[src/rtl/alu_writeback_buffer.sv]
// Two-entry in-order writeback buffer between the ALU and the register-file write port.
// It also holds the architectural carry/zero flags and answers decode's pending-write hazard query.
module alu_writeback_buffer #(
    parameter int DATA_W     = 8,
    parameter int REG_ADDR_W = 4
) (
    input  logic                  clk,
    input  logic                  reset,
    input  logic                  in_valid,
    output logic                  in_ready,
    input  logic [DATA_W-1:0]     in_data,
    input  logic                  in_carry,
    input  logic [REG_ADDR_W-1:0] in_dest,
    input  logic                  in_wr_reg,
    input  logic                  in_wr_flag,
    input  logic                  flush,
    input  logic                  rf_ready,
    output logic                  wr_en,
    output logic [REG_ADDR_W-1:0] wr_addr,
    output logic [DATA_W-1:0]     wr_data,
    output logic                  flag_carry,
    output logic                  flag_zero,
    input  logic [REG_ADDR_W-1:0] hz_addr,
    output logic                  hz_hit,
    output logic                  busy
);

    typedef struct packed {
        logic [DATA_W-1:0]     data;
        logic                  carry;
        logic [REG_ADDR_W-1:0] dest;
        logic                  wr_reg;
        logic                  wr_flag;
    } entry_t;

    // Slot 0 is always the head; a pop shifts slot 1 down.
    entry_t     ent_q [2];
    entry_t     ent_d [2];
    logic [1:0] count_q, count_d;
    logic       flag_carry_q, flag_zero_q;
    logic       push, pop;
    entry_t     new_ent;
    logic [1:0] valid;
    logic [1:0] hit_vec;

    assign in_ready = (count_q != 2'd2);
    assign push     = in_valid & in_ready & ~flush;
    assign pop      = (count_q != 2'd0) & rf_ready & ~flush;
    assign busy     = (count_q != 2'd0);

    assign new_ent = '{data: in_data, carry: in_carry, dest: in_dest,
                       wr_reg: in_wr_reg, wr_flag: in_wr_flag};

    assign wr_en   = pop & ent_q[0].wr_reg;
    assign wr_addr = busy ? ent_q[0].dest : '0;
    assign wr_data = busy ? ent_q[0].data : '0;

    assign valid = {count_q == 2'd2, count_q != 2'd0};

    // The head still counts as pending in the cycle it retires.
    for (genvar gi = 0; gi < 2; gi++) begin : g_hit
        assign hit_vec[gi] = valid[gi] & ent_q[gi].wr_reg & (ent_q[gi].dest == hz_addr);
    end
    assign hz_hit = |hit_vec;

    assign flag_carry = flag_carry_q;
    assign flag_zero  = flag_zero_q;

    always_comb begin
        ent_d   = ent_q;
        count_d = count_q;
        if (flush) begin
            count_d = 2'd0;
        end else if (push && pop) begin
            // Only reachable from ONE: the incoming entry replaces the retiring head.
            ent_d[0] = new_ent;
        end else if (pop) begin
            ent_d[0] = ent_q[1];
            count_d  = count_q - 2'd1;
        end else if (push) begin
            if (count_q == 2'd0) begin
                ent_d[0] = new_ent;
            end else begin
                ent_d[1] = new_ent;
            end
            count_d = count_q + 2'd1;
        end
    end

    always_ff @(posedge clk or posedge reset) begin
        if (reset) begin
            count_q      <= 2'd0;
            flag_carry_q <= 1'b0;
            flag_zero_q  <= 1'b0;
            for (int i = 0; i < 2; i++) begin
                ent_q[i] <= '0;
            end
        end else begin
            count_q <= count_d;
            for (int i = 0; i < 2; i++) begin
                ent_q[i] <= ent_d[i];
            end
            if (pop && ent_q[0].wr_flag) begin
                flag_carry_q <= ent_q[0].carry;
                flag_zero_q  <= (ent_q[0].data == '0);
            end
        end
    end

endmodule
[config.mk]
export PLATFORM = sky130hd
export DESIGN_NAME = alu_writeback_buffer
export DESIGN_NICKNAME = d
export VERILOG_FILES = /design/src/rtl/alu_writeback_buffer.sv
export SDC_FILE = /design/constraint.sdc
export NUM_CORES = 1
export LEC_CHECK = 0
export ABC_AREA = 1
export CORE_UTILIZATION = 35
export DETAILED_ROUTE_END_ITERATION = 10
export GPL_TIMING_DRIVEN = 0
export HOLD_SLACK_MARGIN = 0.03
export MAX_ROUTING_LAYER = met4
export PLACE_DENSITY = 0.57
export SLEW_MARGIN = 5
export SYNTH_ARGS = -nofsm -noshare
export SYNTH_HDL_FRONTEND = slang
export SYNTH_SLANG_ARGS = --single-unit
export TNS_END_PERCENT = 5
[constraint.sdc]
create_clock -name clk -period 2.1 [get_ports clk]
set_input_delay 0.21 -clock clk [delete_from_list [all_inputs] [get_ports clk]]
set_output_delay 0.21 -clock clk [all_outputs]
set_load 0.005 [all_outputs]
==> out/summary.txt, run 1 <==
port bufs: 41
Pwr Density: 858 nW/um^2
ys async rst share: 100%
Setup Crit Path Kind: reg2out
area of the core: 5540 sq um
Hold Fails Final Rpt: 0
DP HPWL: 3.61 mm
Top FF cell, synth: dfrtp_1
top-count cell post-synth: nand2_1
drt total wl: 4.80 mm
worst slew pin tran: 0.713 ns
DR WL met3: 154 um
Yosys cell types: 21
reg2reg path depth: 9
die width: 77.9 um
M1 WL: 2.44 mm
Warnings, synthesis: 0
latest clock arrival within the worst-skew pair: 0.28 ns
share of the synthesized area in the top cell type: 42.2%
Final min period: 1.99 ns
PnR Total Power: 2250 uW
critical path fanouts, max: 6
Seq cells post-synth: 34
Mapped Cells: 289
die area: 6070 sq um
Tot GR Track Use: 17.3%
Detail Route Antenna Nets: 0
Post-Route Skew: 0.00698 ns
initial drt markers: 116
uppermost layer routed: met4
Initial Util: 36.4%
Cell Area, Synth: 2020 sq um
vias per cell: 4.54
Max IR drop VDD: 0.303 mV
FP Rows: 27
die outline height: 77.9 um
ant diodes: 0
# DRC: 0
Critical Path End Type: output pin
Setup TNS Final: 0 ns
Setup crit start kind: flip-flop
drt pass-1 iters: 4
Relative slew margins: 52.4%
clock sinks: 34
vias in the first global route: 1678
CTS tree: yes
top post-synthesis cells by area: dfrtp_1 42%, nand2_1 23%, inv_1 6.3%, nand3_1 5.5%, nor2_1 3.7%
CTS clk-pin slew, worst paths: 0.07 ns
Post-synth EDFFs: 0
count of final setup violators: 0
IO Count: 42
Bufs on Longest Clock Path: 2
H-tree Lvls: 2
maximum operating frequency: 503 MHz
Synthesized Nets: 313
leak pwr: 0.00133 uW
Layout area overhead: 29.8%
post-synthesis sequential area ratio: 42.2%
final weighted congestion in routability-driven placement: 0.791
max cap viols: 0
hold slack: 0.357 ns
WP data required: 1.89 ns
ratio of final minimum period to clock period: 94.7%
Congestion Overflow GR: 0
largest net degree at the start of global routing: 35
final net count: 361
Critical Path AT: 1.78 ns
Synth top cells by count: 123 x nand2_1, 34 x dfrtp_1, 34 x inv_1, 22 x nand3_1, 20 x nor2_1
RSZ-0062 raised after global routing: no
setup bufs post-CTS: 0
Clock Tree Root: clkbuf_8
syn avg cell area: 6.98 sq um
total length of routed met2 wires: 2.12 mm
first-pass GRT wire length: 7.94 mm
Final Max Tran Viols: 0
hold crit path type: in2async
post-synth top area cell: dfrtp_1
CTS Buf Count: 5
share of layout cells above drive strength 1: 9.76%
outcome: finished clean
Vias: 1862
Routed WL per cell: 11.7 um
initial antenna violation count: 0
[where the power goes]
| group | switching (uW) | internal, uW | total (uW) |
|---|---|---|---|
| combinational | 405 | 334 | 739 |
| sequential | 135 | 872 | 1010 |
| clock | 237 | 265 | 501 |
| total | 776 | 1470 | 2250 |
[cells in the final DEF, fill, tap and decap left out]
cell type	n
clkdlybuf4s50_1	41
o21ai_0	11
clkbuf_8	6
xor2_1	2
inv_2	6
inv_4	1
dfrtp_2	2
nor3_4	1
inv_1	33
dfrtp_1	32
clkbuf_4	1
nor2_4	1
nand3_1	22
nand2_4	4
nand4_1	7
clkbuf_1	2
xnor2_1	2
buf_4	3
nor2_1	20
buf_2	2
nand3_4	2
clkinv_2	1
a21oi_4	1
a21oi_1	10
buf_6	2
nand2_1	123
[critical path, cell delays in order (launching register included)]
cell and delay [ns]:
dfrtp_2 0.47, inv_2 0.07, nand2_4 0.09, nand2_1 0.09, nor2_1 0.11, nand3_1 0.07
nand2_1 0.08, clkdlybuf4s50_1 0.50
[logic make-up (layout without fill, tap and decap cells)]
kind of cell / count (synthesis) / count (layout) / share of synthesized area [%]
simple gates: 180 / 180 / 39.3
flops: 34 / 34 / 42.2
compound gates: 22 / 22 / 6.02
xor+xnor: 4 / 4 / 1.74
buf+inv: 49 / 98 / 10.7
[sequential cells by signal (all words and copies together) (netlist names)]
| signal | flops |
|---|---|
| count_q | 2 |
| ent_q | 30 |
| flag_carry | 1 |
| flag_zero | 1 |
[repair_timing]
action,CTS,global route
cloned,0,0
hold buffers,0,0
endpoints found under the hold margin,0,0
pin swaps,0,0
resized for setup,1,3
setup endpoints to repair,10,11
[area by class of cell]
| class | count | area (sq um) |
|---|---|---|
| inverters | 40 | 153 |
| plain buffers | 9 | 66.3 |
| flip-flops and latches | 34 | 853 |
| well taps | 72 | 90.1 |
| multi-input cells | 206 | 955 |
| clock buffers | 7 | 86.3 |
| repair buffers | 41 | 410 |
| fillers | 618 | 2920 |
| clock inverters | 1 | 5.00 |
[final timing paths]
check / start / endpoint / slack [ns]
min reg2reg: flag_carry / flag_carry / 0.47
max: count_q[1] / hz_hit / 0.11
max reg2reg: count_q[0] / ent_q[23] / 0.69
min in group clk: flag_carry / flag_carry / 0.47
min: reset / ent_q[2] / 0.36
max in group asynchronous: reset / count_q[1] / 1.24
[through the flow]
step	instances	util [%]	cell area (sq um)	setup slack, ns
after floorplan	289	-	2020	0.837
after global placement	402	45.4	2520	0.193
after detailed placement	402	45.4	2520	0.195
after CTS	410	47.2	2610	0.0112
after global routing	410	47.3	2620	0.00941
final	410	47.3	2620	0.111
[layer usage]
layer,GRT usage [%],vias to the layer above
met5,-,-
met4,6.48,0
met3,3.41,8
met2,24.9,39
met1,24.1,831
li1,-,984
No activity file was read; power rests on OpenSTA's default activity.
==> run 2: changes to the inputs <==
Settings changed: CORE_ASPECT_RATIO from default to 1.5.
==> run 2 against run 1 <==
  * Non-clock buffer count stayed put
  * Utilization is 0.65 points higher
  * First-iteration DRC count is 26% lower
  * Cell count is 0.49% lower
  * Worst hold slack better by 0.012 ns
  * Critical path type unchanged
  * Critical endpoint unchanged
==> out/summary.txt, run 2 (synthesis gave the netlist of run 1 again) <==
number of flip-flops in the largest register: 30 (unchanged)
RSZ-0062 raised after global routing: no
most frequent cells in the layout: 123 x nand2_1, 41 x clkdlybuf4s50_1, 33 x inv_1
CP dominant cell by count: nand2_1
Initial Util: 36.7% (+0.32 points)
vias per cell: 4.54 (about the same)
FILL cells: 564 (-8.7%)
# DRC: 0 (unchanged)
leak pwr: 0.00134 uW (+0.32%)
die area: 6080 sq um (+0.11%)
final weighted congestion in routability-driven placement: 0.842 (+6.5%)
ant diodes: 0 (unchanged)
Bufs on Longest Clock Path: 2 (unchanged)
count of final setup violators: 0 (unchanged)
post-layout util: 47.9% (+0.65 points)
Pwr Density: 885 nW/um^2 (+3.1%)
Setup Crit Path Kind: reg2out
largest net degree at the start of global routing: 35 (unchanged)
outcome: finished clean
drt pass-1 iters: 4 (unchanged)
Clock Tree Root: clkbuf_8
latest clock arrival within the worst-skew pair: 0.28 ns (about the same)
Multi-input gate area: 955 sq um (unchanged)
die outline height: 95.0 um (+22%)
max incr delay on CP: 0.50 ns (about the same)
Layout area overhead: 30.5%
share of layout cells above drive strength 1: 9.47% (-0.30 points)
Hold Fails Final Rpt: 0 (unchanged)
Max IR drop VDD: 0.457 mV (+51%)
critical path fanouts, max: 6 (unchanged)
Final min period: 1.98 ns (-0.00860 ns)
reg2reg path depth: 9 (unchanged)
Buf/Inv on CP: 2 (unchanged)
Congestion Overflow GR: 0 (unchanged)
FF/Latch Area: 853 sq um (unchanged)
Detail Route Antenna Nets: 0 (unchanged)
Setup crit start kind: flip-flop
hold slack: 0.369 ns (+0.0121 ns)
DP HPWL: 3.64 mm (+0.73%)
Crit path depth: 7 (unchanged)
Routed WL per cell: 11.7 um (about the same)
CTS clk-pin slew, worst paths: 0.07 ns (about the same)
Post-Route Skew: 0.00307 ns (-0.00391 ns)
worst r2r src: count_q[0]
H-tree Lvls: 2 (unchanged)
port bufs: 41 (unchanged)
Critical Path End Type: output pin
ratio of final minimum period to clock period: 94.3% (-0.41 points)
dominant delay contributor by cell family on the critical path: buffers and inverters
commonest non-fill, non-tap cell in the layout: nand2_1
initial drt markers: 86 (-26%)
FP Rows: 33 (+22%)
CP cell instances: inv_2 > nand2_4 > nand2_1 > nor2_1 > nand3_1 > nand2_1 > clkdlybuf4s50_1
Tot GR Track Use: 19.2% (+1.8 points)
clock sinks: 34 (unchanged)
drt total wl: 4.77 mm (-0.58%)
vias in the first global route: 1816 (+8.2%)
worst slew pin tran: 0.735 ns (+0.0224 ns)
initial antenna violation count: 0 (unchanged)
die width: 64.0 um (-18%)
max cap viols: 0 (unchanged)
Final Max Tran Viols: 0 (unchanged)
Biggest register: ent_q
final net count: 361 (unchanged)
WP data required: 1.89 ns (about the same)
CTS Buf Count: 5 (unchanged)
Critical Path AT: 1.77 ns (about the same)
Vias: 1852 (-0.54%)
slowest cell on the critical path: clkdlybuf4s50_1
area of the core: 5490 sq um (-0.88%)
IO Count: 42 (unchanged)
maximum operating frequency: 505 MHz (+0.43%)
first-pass GRT wire length: 8.51 mm (+7.3%)
hold crit path type: in2async
Setup TNS Final: 0 ns (unchanged)
Critical Path Source: count_q[1]
biggest regs: ent_q (30), count_q (2)
Relative slew margins: 50.9% (-1.5 points)
CTS tree: yes
-- run 2: cell count changes in the layout (fill, tap and decap cells not counted), sizes merged --
cell,previous run,this run
bufinv,0,1
clkinv,1,0
-- run 2: metal layers --
metal  GRT usage (%)  up-vias  wire length [um]
met4            6.25        0                76
met2            33.5       36              2430
li1                -      985                 -
met3            3.62        5               179
met1            21.8      826              2080
met5               -        -                 0
-- run 2: power by group --
part	internal, uW	switching, uW	leakage (uW)
clock network	355	231	0.0000524
registers	872	134	0.000436
logic	334	402	0.000850
total	1560	767	0.00134
-- run 2: repair_timing --
| item | CTS | global route |
|---|---|---|
| buffers inserted | 0 | 0 |
| pin swaps | 0 | 0 |
| endpoints found under the setup margin | 10 | 5 |
| resized for setup | 2 | 2 |
| hold buffers | 0 | 0 |
-- run 2: cell type report --
cell class	instances	area share, %
Multi-Input combinational cell	206	36.3
Sequential cell	34	32.4
Timing Repair Buffer	41	15.6
Inverter	40	5.80
Tap cell	70	3.33
Clock buffer	7	2.90
Buffer	9	2.52
Clock inverter	1	1.14
-- run 2: final timing paths --
| kind | end | slack, ns |
|---|---|---|
| setup / recovery | hz_hit | 0.12 |
| max in group asynchronous | count_q[1] | 1.20 |
| min in group clk | ent_q[7] | 0.47 |
| hold / removal | ent_q[2] | 0.37 |
| hold reg to reg | ent_q[7] | 0.47 |
| setup reg to reg | ent_q[22] | 0.69 |
-- run 2: through the flow --
stage,setup slack [ns],instances,power (uW),instance area [sq um]
global route,0.0109,408,2540,2630
detailed placement,0.183,400,1760,2510
global placement,0.180,400,1750,2510
CTS,0.0449,408,2360,2630
floorplan,0.837,289,1490,2020
finish,0.119,408,2330,2630
==> run 3: changes to the inputs <==
Settings changed: CORE_MARGIN from default to 2, RECOVER_POWER from default to 25.
==> run 3 against run 2 <==
  * Power fell by 3.8%
  * Cell count unchanged
  * Sequential share of layout area is 0.19 points higher
  * Worst setup slack got worse by 0.012 ns
  * Maximum frequency is 0.61% lower
  * Global-route usage shrank 1.8 points
  * Sequential power about the same
  * Critical path depth fell by 3
  * Via count rose by 0.92%
  * Critical endpoint is now wr_addr[0]
  * Largest cell class unchanged
  * Largest power group unchanged
  * Highest routed layer unchanged
==> out/summary.txt, run 3 (synthesis gave the netlist of run 1 again) <==
outcome: finished clean
# DRC: 0 (unchanged)
Relative slew margins: 11.9% (-39 points)
DP HPWL: 3.65 mm (+0.17%)
hold crit path type: reg2reg
Critical Path End Type: output pin
initial drt markers: 65 (-24%)
IO Count: 42 (unchanged)
die area: 6400 sq um (+5.3%)
RSZ-0062 raised after global routing: no
leak pwr: 0.00134 uW (-0.21%)
Net Sw Frac: 34.4% (+1.4 points)
max cap viols: 0 (unchanged)
number of flip-flops in the largest register: 30 (unchanged)
Setup crit start kind: flip-flop
drt total wl: 4.83 mm (+1.2%)
Hold Fails Final Rpt: 0 (unchanged)
CTS clk-pin slew, worst paths: 0.07 ns (about the same)
ant diodes: 0 (unchanged)
Setup TNS Final: 0 ns (unchanged)
Congestion Overflow GR: 0 (unchanged)
commonest non-fill, non-tap cell in the layout: nand2_1
vias per cell: 4.58 (+0.92%)
Setup Crit Path Kind: reg2out
drt pass-1 iters: 4 (unchanged)
Post-Route Skew: 0.00789 ns (+0.00483 ns)
Tot GR Track Use: 17.3% (-1.8 points)
Final Max Tran Viols: 0 (unchanged)
P_int: 1470 uW (-5.8%)
Bufs on Longest Clock Path: 2 (unchanged)
first-pass GRT wire length: 8.40 mm (-1.4%)
Logic pwr share: 32.8% (+1.2 points)
area of the core: 5530 sq um (+0.75%)
share of layout cells above drive strength 1: 9.47% (unchanged)
largest net degree at the start of global routing: 35 (unchanged)
die outline height: 97.0 um (+2.1%)
Critical Path AT: 1.78 ns (about the same)
Biggest register: ent_q
biggest regs: ent_q (30), count_q (2)
Detail Route Antenna Nets: 0 (unchanged)
port bufs: 41 (unchanged)
clock share of power: 22.2% (-2.9 points)
CTS Buf Count: 5 (unchanged)
FP Rows: 33 (unchanged)
Routed WL per cell: 11.8 um (+1.2%)
Clock Tree Root: clkbuf_8
hold slack: 0.470 ns (+0.101 ns)
most frequent cells in the layout: 123 x nand2_1, 40 x clkdlybuf4s50_1, 34 x inv_1
maximum operating frequency: 502 MHz (-0.61%)
Net Switching: 771 uW (+0.46%)
initial antenna violation count: 0 (unchanged)
WP data required: 1.89 ns (about the same)
H-tree Lvls: 2 (unchanged)
Layout area overhead: 29.7%
ratio of final minimum period to clock period: 94.9% (+0.57 points)
vias in the first global route: 1797 (-1.0%)
latest clock arrival within the worst-skew pair: 0.29 ns (about the same)
CTS tree: yes
share of total power in sequential cells: 44.9% (+1.7 points)
critical path fanouts, max: 10 (+4)
Pwr Density: 856 nW/um^2 (-3.2%)
die width: 66.0 um (+3.1%)
final net count: 361 (unchanged)
Initial Util: 36.5% (-0.27 points)
Final min period: 1.99 ns (+0.0121 ns)
Max IR drop VDD: 0.452 mV (-0.96%)
worst slew pin tran: 1.32 ns (+0.585 ns)
count of final setup violators: 0 (unchanged)
Vias: 1869 (+0.92%)
clock sinks: 34 (unchanged)
final weighted congestion in routability-driven placement: 0.846 (+0.52%)
run 3: critical path, cell delays in order (launching register included):
cell and delay, ns:
dfrtp_2 0.48, nor2_4 0.26, clkbuf_4 0.26, nor2_1 0.05
clkdlybuf4s50_1 0.44
run 3: repair_timing:
item	4_1_cts	5_1_grt
resized for setup	2	2
hold endpoints to repair	0	0
buffers inserted	0	0
hold buffers	0	0
setup endpoints to repair	10	4
run 3: power groups by stage:
stage	logic (uW)	clock network, uW	registers (uW)
3_3_place_gp	734	0	1010
3_5_place_dp	745	0	1020
4_1_cts	749	515	1010
2_1_floorplan	501	0	987
5_1_grt	859	542	1040
6_report	736	498	1010
run 3: final cells by class:
type	instances	area (sq um)
Fill cell	600	2920
Multi-Input combinational cell	206	955
Sequential cell	34	853
Timing Repair Buffer	41	410
Inverter	40	153
Tap cell	70	87.6
Clock buffer	7	86.3
Buffer	9	66.3
Clock inverter	1	5.00
run 3: stage by stage:
step / instances / total power, uW / area [sq um] / utilization (%) / setup slack, ns
3_5_place_dp: 400 / 1760 / 2510 / 45.5 / 0.183
4_1_cts: 408 / 2270 / 2610 / 47.2 / 0.0281
2_1_floorplan: 289 / 1490 / 2020 / - / 0.837
6_report: 408 / 2240 / 2620 / 47.3 / 0.107
5_1_grt: 408 / 2440 / 2620 / 47.3 / 0.0238
3_3_place_gp: 400 / 1750 / 2510 / 45.5 / 0.181
run 3: worst paths after layout:
check | from | end | depth (start not counted) | slack (ns)
setup / recovery | count_q[1] | wr_addr[0] | 4 | 0.11
hold / removal | flag_carry | flag_carry | 2 | 0.47
setup reg to reg | count_q[0] | ent_q[22] | 9 | 0.69
hold reg to reg | flag_carry | flag_carry | 2 | 0.47
max in group asynchronous | reset | count_q[1] | 2 | 0.48
min in group asynchronous | reset | ent_q[5] | 2 | 0.74
run 3: metal layers:
metal	vias up	track usage [%]	routed length (um)	part of all wire, %
met1	835	21.0	2150	45
met3	7	2.79	179	3.7
met5	-	-	0	0
met2	46	29.3	2420	50
li1	981	-	-	-
met4	0	5.18	72	1.5
